### src/rtl/lcd_bus_sched.sv
// LCD bus scheduler: merges a pixel-streamer write path with a FIFO of host
// command bytes onto one registered LCD bus. Pixel writes always win. Host
// bytes go out in atomic groups, only during vblank, with one idle bus cycle
// after every host write.
module lcd_bus_sched #(
  parameter int FIFO_DEPTH = 4
) (
  input  logic       clk,
  input  logic       reset,
  input  logic       vblank,
  input  logic       px_write,
  input  logic [7:0] px_data,
  input  logic       px_cd,
  input  logic       cmd_valid,
  output logic       cmd_ready,
  input  logic [7:0] cmd_data,
  input  logic       cmd_cd,
  input  logic       cmd_last,
  output logic [7:0] lcd_data,
  output logic       lcd_cd,
  output logic       lcd_write,
  output logic       cmd_pending
);

  localparam int AW = (FIFO_DEPTH > 1) ? $clog2(FIFO_DEPTH) : 1;

  typedef enum logic [1:0] {
    S_IDLE  = 2'd0,
    S_ISSUE = 2'd1,
    S_GAP   = 2'd2
  } state_t;

  state_t r_state;
  state_t w_state_nx;

  // FIFO entry layout: {cd, last, data[7:0]}
  logic [9:0]    r_mem [FIFO_DEPTH];
  logic [AW-1:0] r_wptr;
  logic [AW-1:0] r_rptr;
  logic [AW:0]   r_count;
  logic [AW:0]   r_groups;
  logic          r_last_issued;

  logic          r_lcd_write;
  logic [7:0]    r_lcd_data;
  logic          r_lcd_cd;

  logic          w_full;
  logic          w_accept;
  logic          w_pop;
  logic          w_bus_busy;
  logic [9:0]    w_head;
  logic          w_head_last;
  logic          w_grp_inc;
  logic          w_grp_dec;

  assign w_full      = (r_count == (AW+1)'(FIFO_DEPTH));
  // Held low during reset so nothing can be pushed while the FIFO is cleared.
  assign cmd_ready   = ~reset & ~w_full;
  assign w_accept    = cmd_valid & cmd_ready;
  assign w_head      = r_mem[r_rptr];
  assign w_head_last = w_head[8];
  // The bus is taken if a pixel write is being requested now or a write is
  // on the bus this cycle (the latter enforces the idle cycle between writes).
  assign w_bus_busy  = px_write | r_lcd_write;
  assign w_grp_inc   = w_accept & cmd_last;
  assign w_grp_dec   = w_pop & w_head_last;

  assign lcd_write   = r_lcd_write;
  assign lcd_data    = r_lcd_data;
  assign lcd_cd      = r_lcd_cd;
  assign cmd_pending = (r_count != '0);

  // Host scheduler next state; a group only starts once its last byte is
  // queued, then runs to completion regardless of vblank.
  always_comb begin
    w_state_nx = r_state;
    w_pop      = 1'b0;
    case (r_state)
      S_IDLE: begin
        if (vblank && (r_groups != '0) && !w_bus_busy)
          w_state_nx = S_ISSUE;
      end
      S_ISSUE: begin
        if (r_count == '0)
          w_state_nx = S_IDLE;
        else if (!w_bus_busy) begin
          w_pop      = 1'b1;
          w_state_nx = S_GAP;
        end
      end
      S_GAP: begin
        w_state_nx = r_last_issued ? S_IDLE : S_ISSUE;
      end
      default: w_state_nx = S_IDLE;
    endcase
  end

  // Scheduler state register and the last-flag of the byte just issued.
  always_ff @(posedge clk) begin
    if (reset) begin
      r_state       <= S_IDLE;
      r_last_issued <= 1'b0;
    end else begin
      r_state <= w_state_nx;
      if (w_pop)
        r_last_issued <= w_head_last;
    end
  end

  // FIFO pointers, occupancy and complete-group count; push and pop may
  // happen in the same cycle.
  always_ff @(posedge clk) begin
    if (reset) begin
      r_wptr   <= '0;
      r_rptr   <= '0;
      r_count  <= '0;
      r_groups <= '0;
    end else begin
      if (w_accept)
        r_wptr <= r_wptr + 1'b1;
      if (w_pop)
        r_rptr <= r_rptr + 1'b1;
      r_count  <= r_count + (AW+1)'(w_accept) - (AW+1)'(w_pop);
      r_groups <= r_groups + (AW+1)'(w_grp_inc) - (AW+1)'(w_grp_dec);
    end
  end

  // FIFO storage write.
  always_ff @(posedge clk) begin
    if (w_accept)
      r_mem[r_wptr] <= {cmd_cd, cmd_last, cmd_data};
  end

  // Registered LCD bus: pixel bytes take priority, host bytes fill idle slots,
  // data/cd hold their value when no write is strobed.
  always_ff @(posedge clk) begin
    if (reset) begin
      r_lcd_write <= 1'b0;
      r_lcd_data  <= 8'h00;
      r_lcd_cd    <= 1'b0;
    end else begin
      r_lcd_write <= px_write | w_pop;
      if (px_write) begin
        r_lcd_data <= px_data;
        r_lcd_cd   <= px_cd;
      end else if (w_pop) begin
        r_lcd_data <= w_head[7:0];
        r_lcd_cd   <= w_head[9];
      end
    end
  end

endmodule

### config.mk
export PLATFORM = sky130hd
export DESIGN_NAME = lcd_bus_sched
export DESIGN_NICKNAME = d
export VERILOG_FILES = /design/src/rtl/lcd_bus_sched.sv
export SDC_FILE = /design/constraint.sdc
export NUM_CORES = 1
export LEC_CHECK = 0
export CAP_MARGIN = 20
export CORE_MARGIN = 1.5
export CORE_UTILIZATION = 39
export CTS_BUF_LIST = sky130_fd_sc_hd__clkbuf_4 sky130_fd_sc_hd__clkbuf_8
export DETAILED_ROUTE_END_ITERATION = 7
export PLACE_DENSITY = 0.59
export SYNTH_ARGS = -nofsm -noshare
export SYNTH_HDL_FRONTEND = slang
export SYNTH_SLANG_ARGS = --single-unit
### constraint.sdc
create_clock -name clk -period 6.53 [get_ports clk]
set_clock_uncertainty 0.05 [all_clocks]
set_input_delay 1.6325 -clock clk [delete_from_list [all_inputs] [get_ports clk]]
set_output_delay 1.6325 -clock clk [all_outputs]
set_load 0.03 [all_outputs]
# Yosys cells after proc, flatten, opt, wreduce, memory -nomap -nowiden
# Memory sizes are Yosys's and may differ from the RTL's. A register that Yosys moved wholly into a read port is not among the register bits.
# Cells that the tools add are included.
[totals]
regBits = 23
ramBits = 40
in_bits = 24
output_inout_bits = 12
n_memories = 1
[op_classes]
add_sub_neg = 6
n_eq_ne = 5
n_mux = 16
bitwise_logic = 8
n_reduce_logical = 9
[memory_table]
columns = ["name", "words", "word_bits", "rd", "rd_ports_with_merged_regs", "write_ports", "line_no", "text"]
rows = [
  ["r_mem", 4, 10, 1, 1, 1, "37", "logic [9:0] r_mem [FIFO_DEPTH];"],
]
[op_table]
columns = ["op", "count"]
rows = [
  ["$mux 8", 2],
  ["$mux 2", 5],
  ["$mux 1", 8],
  ["$add 3x1->3", 2],
  ["$pmux 2 s3", 1],
  ["$reduce_bool 3->1", 2],
  ["$sub 3x1->3", 2],
  ["$add 2x1->2 const B", 2],
  ["$and 1x1->1", 4],
  ["$eq 3x3->1 const B", 1],
  ["$logic_not 3->1", 1],
  ["$ne 3x3->1 const B", 1],
  ["$eq 2x1->1 const B", 1],
  ["$eq 2x2->1 const B", 1],
  ["$logic_and 1x1->1", 2],
  ["$logic_not 2->1", 1],
  ["$ne 2x2->1 const B", 1],
  ["$not 1->1", 2],
  ["$or 1x1->1", 2],
  ["$reduce_and 2->1", 1],
  ["$reduce_bool 2->1", 1],
  ["$logic_not 1->1", 1],
]

# Depth between registers and ports, before layout
[logic_depth]
depth_word = 7
mapped_depth = 11
ltp_nobuf = 11

# Least setup slack after synthesis
# No wires, ideal clock.
[synth_timing]
path_kind = "input -> output"
startpoint = "input reset"
endpoint = "output cmd_ready"
arrival_time_ns = 2.426
required_time_ns = 4.847
path_slack_ns = 2.422
path_stages = 3
path_cell_list = "clkbuf_1 -> clkbuf_1 -> nor2_1"
[synth_via]
elab_chain_len = 2
[synth_rtl]
columns = ["element", "line_no", "text"]
rows = [
  ["start, declared", "9", "input logic reset,"],
  ["$not 1->1", "59", "assign cmd_ready = ~reset & ~w_full;"],
  ["$and 1x1->1", "59", ""],
  ["end, declared", "15", "output logic cmd_ready,"],
]
# No other way between the ends.

# Worst setup path after layout
# Same ends and word-level chain as after synthesis.

==> results.md <==
- Compared with the post-synthesis result, the final layout area differs by 23.50%.
- The setup-violating endpoint count in the final report is 0.
- TritonCTS built the clock tree.
- The worst slack after detailed placement is 1.605 ns.
- Combinational cells account for 8.9% of the total power.
- CTS saw 65 sinks.
- In this run switching power makes up 23.41% of total power.
- The data required time of the worst path is 4.85 ns.
- The cell at the root of the clock tree is sky130_fd_sc_hd__clkbuf_8.
- The number of nets in the finished design is 261.
- The number of DRC violations after detailed routing is 0.
- The highest net fanout along the worst path is 16.
- The via count of the first global-routing pass is 1565.
- The critical path in this run is classified as input pin to output port.
- The die height is 86.36 µm.
- Dividing the final minimum period by the clock period gives 75.31%.
- The synthesized net count is 223.
- The number of antenna diodes in the final layout is 0.
- The largest net degree at the start of global routing is 18.
- The number of slew-limit violations in the final report was 0.
- In this run the critical register-to-register path is captured at r_count[2].
- Global routing used 13.88% of the available tracks.
- The critical path ends at cmd_ready.
- The count of hold buffers inserted by post-cts repair is 0.
- For this design the static power due to leakage is 0.001227 µW.
- In this run the power spent charging and discharging nets is 217.9 µW.
- Max-cap violations in this run came to 0.
- The sum of net half-perimeters after detailed placement is 3083 µm.
- After layout, the minimum clock period comes to 4.918 ns.
- The routed layout has 1524 vias.
- The first global-routing pass estimated 7686 µm of wire.
- Post-CTS timing repair inserted 0 buffers for setup.
- The worst setup path is captured at an output port.
- The path class of the lowest-slack min-delay path is flop to flop.
- The finished layout holds 312 standard cells, fillers aside.
- The initial antenna violation count is 0.
- The number of placement rows is 30.
- A synthesized cell averages 14.34 µm².
- Cell internal power was estimated by the tool at 712.7 µW.
- At the pin with the least slew margin, the transition time is 0.6380 ns.
- Static timing analysis puts the maximum clock frequency at 203.3 MHz.
- Wires add up to 4592 µm.
- The fraction of layout instances using a drive strength above 1 is 17.67%.
- The slack of the worst reg-to-reg path is 3.86 ns.
- The number of clock buffers added by TritonCTS is 9.
- The worst setup path is launched from an input pin.
- The number of gates resized after CTS is 0.
- In this run, synthesis produced a sequential element count of 65.
- For met1 alone, demand over resource in global routing was 18.50%.
- In this run the count of I/O pins placed on the die edge is 36.
- For this block, the initial DRC count from the detailed router was 75.
- The remaining number of nets flagged by the antenna check after routing is 0.
- The portion of the post-synthesis area used by sequential elements is 62.79%.
- The worst-case hold slack is 0.4500 ns.
- In this run the tightest slew margin relative to its limit is 57.41%.
- Across all setup checks in the final design, the least slack found is 1.612 ns.
- The setup TNS after final layout is 0 ns.
- The power density normalized to cell area is 278.0 nW/µm².
- The power consumption is 930.6 µW.
- The number of cells produced by synthesis is 189.
- CTS built an H-tree with a depth of 3.
- The clock latency reported for the late side of the worst-skew pair is 0.34 ns.
- For this run, global-route usage on met2 was measured as 21.02%.
- Setup repair after global routing left no endpoint under its margin.
- IR analysis of the VDD net gives a maximum drop of 143.1 µV.
- The total congestion overflow after global routing is 0.
- The post-detailed-route via-to-cell ratio is 4.885.
- After detailed placement, the design holds a cell count of 295.
- The number of hold violations in the final report is 0.
- The layer carrying the most global-route usage is met2.
- The worst register-to-register path begins at r_state[1].
- The share of total power dissipated in sequential elements is 49.9%.
- Port buffering added 35 buffers.
- The clock edge transition at the registers on the reported setup and hold paths is 0.07 ns.
- Once the floorplan was initialized, standard cells occupied 40.11% of the core.
- The per-cell routed wire length is 14.72 µm.
- The library cells used most frequently in the layout, excluding fill and tap cells, are sky130_fd_sc_hd__edfxtp_1 (40), sky130_fd_sc_hd__clkdlybuf4s50_1 (35), sky130_fd_sc_hd__dfxtp_1 (25), sky130_fd_sc_hd__inv_1 (18), sky130_fd_sc_hd__nand2_1 (12).
- The async set-or-reset flop fraction in the synthesized netlist is 0%.
- Before antenna repair, the detailed router went through 4 iterations.
- The global placement routability congestion is 0.7128.
- The most common library cell in the layout ignoring fill and taps is sky130_fd_sc_hd__edfxtp_1.
- The die covers 7458 µm².
- The predominant post-synthesis flop cell is sky130_fd_sc_hd__edfxtp_1.
- The arrival time of the worst setup path is 3.24 ns.
- The run finished with clean final reports.
- For met3 alone, demand over resource in global routing was 3.619%.
- The most critical setup path has its startpoint at reset.
- The clock network fraction of design power is 41.2%.
- The worst-case reg-to-reg path depth is 10.
- For this run, the number of Yosys warnings is 0.
- The largest buffer count on any clock path is 2.
- The die is 86.36 µm wide.
- In this run, synthesis inferred 40 flip-flops with an integrated enable.
- The area of the mapped netlist is 2710 µm².
- The synthesized netlist contains 36 unique library cells.
- The area of the core is 6756 µm².
Yosys cell counts, drive strengths merged, types with 2 or more instances:
cell,number,area (µm²)
nor3b,2,20.02
mux2i,3,30.03
fa,2,40.04
nor3,3,15.01
nor2b,3,18.77
o22ai,2,18.77
nor2,9,33.78
clkbuf,4,16.26
o211ai,18,175.2
or3,4,30.03
dfxtp,25,500.5
edfxtp,40,1201
inv,19,71.31
mux4,9,202.7
xor2,2,17.52
ha,8,100.1
mux2,2,22.52
o31ai,2,20.02
and2,5,31.28
o21ai,2,10.01
nand2,12,45.04
buf,5,31.28
a21oi,3,15.01
state kept, by name, indices dropped and copies added, names as in the netlist, named ones only:
name           flops
lcd_data           8
r_state            2
r_last_issued      1
lcd_cd             1
r_rptr             2
r_wptr             2
r_groups           3
r_mem             40
r_count            3
lcd_write          1
worst min-delay path by stage:
stage                        startpoint  cells after the start  slack, ns       endpoint
after detailed placement  r_last_issued                      2       0.44  r_last_issued
final                     r_last_issued                      2       0.45  r_last_issued
after global routing      r_last_issued                      2       0.46  r_last_issued
after global placement        r_rptr[1]                      2       0.43      r_rptr[1]
after floorplan               r_rptr[1]                      2       0.40           flop
after CTS                 r_last_issued                      2       0.45  r_last_issued
cell type report:
cell class | instances | area [µm²]
inverters | 19 | 71.32
well taps | 80 | 100.1
flip-flops and latches | 65 | 1702
multi-input cells | 96 | 889.6
clock buffers | 9 | 123.9
fillers | 589 | 3410
repair buffers | 36 | 357.8
clock inverters | 7 | 102.6
per-stage QoR:
stage	instance area, µm²	utilization (%)
2_1_floorplan	2710	-
3_3_place_gp	3113	46.07
3_5_place_dp	3113	46.07
4_1_cts	3339	49.43
5_1_grt	3347	49.54
6_report	3347	49.54
kinds of logic (layout without fill, tap and decap cells):
group | after synthesis | count (layout) | synth area share, %
DFF | 65 | 65 | 62.79
and+or+nand+nor | 40 | 40 | 7.802
AOI/OAI and AO/OA | 29 | 29 | 9.465
buffers and inverters | 28 | 71 | 4.385
muxes | 14 | 14 | 9.418
adders and majority gates | 10 | 10 | 5.171
xor gates and xnor gates | 3 | 3 | 0.9697
power by group through the flow:
stage | logic [µW] | clock network (µW) | registers, µW
floorplan | 41.1 | 0 | 479
global placement | 83.3 | 0 | 473
detailed placement | 84.2 | 0 | 474
CTS | 84.7 | 392 | 464
global route | 92.5 | 410 | 466
finish | 83.3 | 383 | 464
metal layers:
metal  share of wire [%]  vias to the layer above
met3                 3.9                        9
met5                   0                        -
met1                  49                      715
li1                    -                      769
met4                 1.9                        0
met2                  45                       31
critical path, stage by stage:
cell and delay [ns]:
sky130_fd_sc_hd__clkdlybuf4s50_1 0.71, sky130_fd_sc_hd__nor2_1 0.21, sky130_fd_sc_hd__clkdlybuf4s50_1 0.68
Power figures use the tool's default switching activity.
==> edit 1, RTL diff (config.mk and constraints unchanged) <==
Change the parameter `FIFO_DEPTH` from 4 to 8.
--- a/src/rtl/lcd_bus_sched.sv
+++ b/src/rtl/lcd_bus_sched.sv
@@ -4,5 +4,5 @@
 // after every host write.
 module lcd_bus_sched #(
-  parameter int FIFO_DEPTH = 4
+  parameter int FIFO_DEPTH = 8
 ) (
   input  logic       clk,
Formal check against the unedited RTL: not equivalent (a bounded check fails within 10 cycles, from zero or initial values and one cycle with reset high).
==> edit 1 against the unedited design <==
Cell count up 60%. Setup slack got worse by 0.039 ns. Sequential power rose by 70%. Area after synthesis is 68% higher. Sequential cell count up 45. Largest cell class unchanged. Routed wire length increased by 95%. Via count up 65%. Cell area up 57%. Power rose by 44%.
==> edit 1: results (changes against the unedited design) <==
reg2reg setup slack=3.55 ns (-0.31 ns); met3 wire len=312 µm (+73%); # fillers=1024 (+74%); EDFF count, synth=80 (+100%); number of global-route vias before repair=2551 (+63%); multi-input gates=171 (+78%); outcome=finished clean; max reg flops=80 (+100%); DP Area=5060 µm² (+63%); crit-path max cell delay=0.58 ns (-0.13 ns); met2 wire length=4.47 mm (+120%); via count=2514 (+65%); post-synthesis compound-gate area fraction=0.0496 (-0.0450); Post-Route WL=8.97 mm (+95%); WL met1=4.06 mm (+79%); Post-Syn Nets=348 (+56%); worst hold path startpoint=lcd_data[4]$_SDFFE_PP0P_; NonClk Buf Share=0.0803 (-0.0266); GRT Resource Usage Total=0.153 (+0.0141); M2 GR Usage=0.261 (+0.0511); Reg area=3000 µm² (+76%); Final Hold Slack=0.402 ns (-0.0475 ns); Power Dens Cells=255 nW/µm² (-8.4%); RR Endpoint=r_groups[2]$_SDFF_PP0_; Critical Path Fanout Max=27 (+11)
-- edit 1: cell count changes in the layout (fill, tap and decap cells not counted), sizes merged, moves of 10 or more --
| cell | before | now |
|---|---|---|
| edfxtp | 40 | 80 |
| nand2 | 12 | 34 |
| o211ai | 18 | 1 |
| a21oi | 3 | 18 |
| nor2 | 9 | 19 |
-- edit 1: metrics by stage --
step / instances / setup slack [ns] / power (mW)
5_1_grt: 499 / 1.49 / 1.40
3_3_place_gp: 482 / 1.58 / 0.974
6_report: 499 / 1.57 / 1.34
4_1_cts: 498 / 1.57 / 1.36
2_1_floorplan: 309 / 2.62 / 0.908
3_5_place_dp: 482 / 1.57 / 0.977
-- edit 1: report_power, final --
group | leakage [nW] | switching, mW | internal (mW) | total, mW
Sequential | 0.967 | 0.0147 | 0.776 | 0.791
Clock | 0.0907 | 0.231 | 0.147 | 0.378
Combinational | 0.664 | 0.0935 | 0.0758 | 0.169
Total | 1.72 | 0.339 | 0.999 | 1.34
==> edit 2, RTL diff (config.mk and constraints unchanged) <==
Without the edit above. Make the reset (`reset`) asynchronous in 3 clocked blocks.
--- a/src/rtl/lcd_bus_sched.sv
+++ b/src/rtl/lcd_bus_sched.sv
@@ -98,5 +98,5 @@
 
   // Scheduler state register and the last-flag of the byte just issued.
-  always_ff @(posedge clk) begin
+  always_ff @(posedge clk or posedge reset) begin
     if (reset) begin
       r_state       <= S_IDLE;
@@ -111,5 +111,5 @@
   // FIFO pointers, occupancy and complete-group count; push and pop may
   // happen in the same cycle.
-  always_ff @(posedge clk) begin
+  always_ff @(posedge clk or posedge reset) begin
     if (reset) begin
       r_wptr   <= '0;
@@ -135,5 +135,5 @@
   // Registered LCD bus: pixel bytes take priority, host bytes fill idle slots,
   // data/cd hold their value when no write is strobed.
-  always_ff @(posedge clk) begin
+  always_ff @(posedge clk or posedge reset) begin
     if (reset) begin
       r_lcd_write <= 1'b0;
Check against the original RTL: differs if reset is asserted again (counterexample within 4 cycles, from zero or initial values and one cycle with reset high); with reset held inactive, the same outputs for 10 cycles.
==> edit 2 against the unedited design <==
The run now ends with design-rule violations left. Routed wire length is 1.5% higher. Setup slack better by 0.27 ns. Sequential cell count is 2 lower. Utilization is 1.1 points higher. Cell area is 2.3% lower. Cell count is 8.7% lower. Area after synthesis is 1.9% lower. Critical path type unchanged. Largest cell class unchanged. Highest routed layer unchanged.
Power is not compared: it rests on default switching activity, and its combinational part moved more than twofold at a synthesized area within 25%.
==> edit 2: results (changes against the unedited design) <==
Slew @ Worst Pin=0.870 ns (+0.232 ns); Post-Route WL=4.66 mm (+1.5%); port buffer count=35 (unchanged); P_leak=1.28 nW; CP arrival=2.96 ns (-0.28 ns); R2R cell count=9 (-1); largest net degree at the start of global routing=24 (+6); post-synthesis compound-gate area fraction=0.0461 (-0.0485); WL met1=2.13 mm (-6.1%); RR Endpoint=r_groups[2]$_DFF_PP0_; Critical R2R Launch=r_rptr[0]$_DFFE_PP0P_; Clock Tree Root=clkbuf_8; peak supply drop=0.000200 V; router iterations before antenna repair=6 (+2); post-synthesis mux area share=0.0932 (-0.000962); reg2reg setup slack=3.54 ns (-0.32 ns); sequential-to-total area share from yosys stat=0.669 (+0.0407); worst hold path startpoint=r_groups[2]$_DFF_PP0_; xor/xnor share of the synthesized area=0.0231 (+0.0134); post-synthesis adder-cell area fraction=0.0527 (+0.00102); Post-Syn Instances=163 (-14%); Main synth FF type=edfxtp_1; Critical Path Fanout Max=3 (-13); internal cell power=0.862 mW; met2 wire length=2.20 mm (+6.8%); Seq pwr share=0.470; grt met1 use=0.179 (-0.00599); post-CTS setup buffer count=0 (unchanged); met3 Use GR=0.0452 (+0.00905); Synth async-reset ratio=0.365 (+0.365); failing checks=design-rule violations; hpwl dp=3.26 mm (+5.9%); final net count=237 (-9.2%); # fillers=562 (-4.6%); first-pass GRT wire length=7.59 mm (-1.2%); final worst slack=1.89 ns (+0.274 ns); placed insts=269 (-8.8%); clock latency on the worst-skew pair=~0.33 ns; DP Area=3080 µm² (-1.2%); Final Hold Slack=0.429 ns (-0.0212 ns); initial DRC count=68 (-9.3%); M2 GR Usage=0.219 (+0.00881); Hold EP=r_groups[2]$_DFF_PP0_; NetSw=0.376 mW; Diodes inserted=0 (unchanged); met3 wire len=266 µm (+48%); ratio of cells with drive above 1 in the final layout=0.125 (-0.0517); RePlAce Congestion=0.740 (+3.8%); hold depth=1 (-1); number of global-route vias before repair=1502 (-4.0%); Area contributors post-synth=edfxtp_1 45%, dfrtp_1 22%, mux4_2 5.9%, ha_1 3.8%, a221o_1 3.4%; Netlist cell types=28 (-22%); vias per cell=5.13 (+5.0%); GRT Resource Usage Total=0.141 (+0.00238); Post-Syn Nets=197 (-12%); synth cell count leaders=40 x edfxtp_1, 23 x dfrtp_1, 13 x inv_1, 10 x and3_1; drt wl/cell=16.4 µm (+11%); outcome=finished with violations; Post-route DRC=7 (+7); uppermost routed layer=met4
==> edit 2: changes by cell type in the layout (fill, tap and decap cells not counted), sizes merged, moves of 4 or more <==
| cell | delta |
|---|---|
| dfxtp | -25 |
| dfrtp | +23 |
| o211ai | -17 |
| and3 | +10 |
| a221o | +9 |
| nand2 | -9 |
| inv | -8 |
| nor2b | +6 |
| xnor2 | +6 |
| nor2 | -4 |
==> edit 2: final cells by class <==
type                    instances  area (µm²)  area share
inverters                      13        48.8      0.0149
clock buffers                  10         131      0.0402
multi-input cells              80         797       0.244
clock inverters                 6        61.3      0.0188
well taps                      77        96.3      0.0295
repair buffers                 36         358       0.109
flip-flops and latches         63        1780       0.543
==> edit 2: worst max-delay path: cells and delay by family <==
| family | cells | cell delay [ns] |
|---|---|---|
| AOI/OAI and AO/OA | 1 | 0.17 |
| buffers and inverters | 2 | 1.16 |
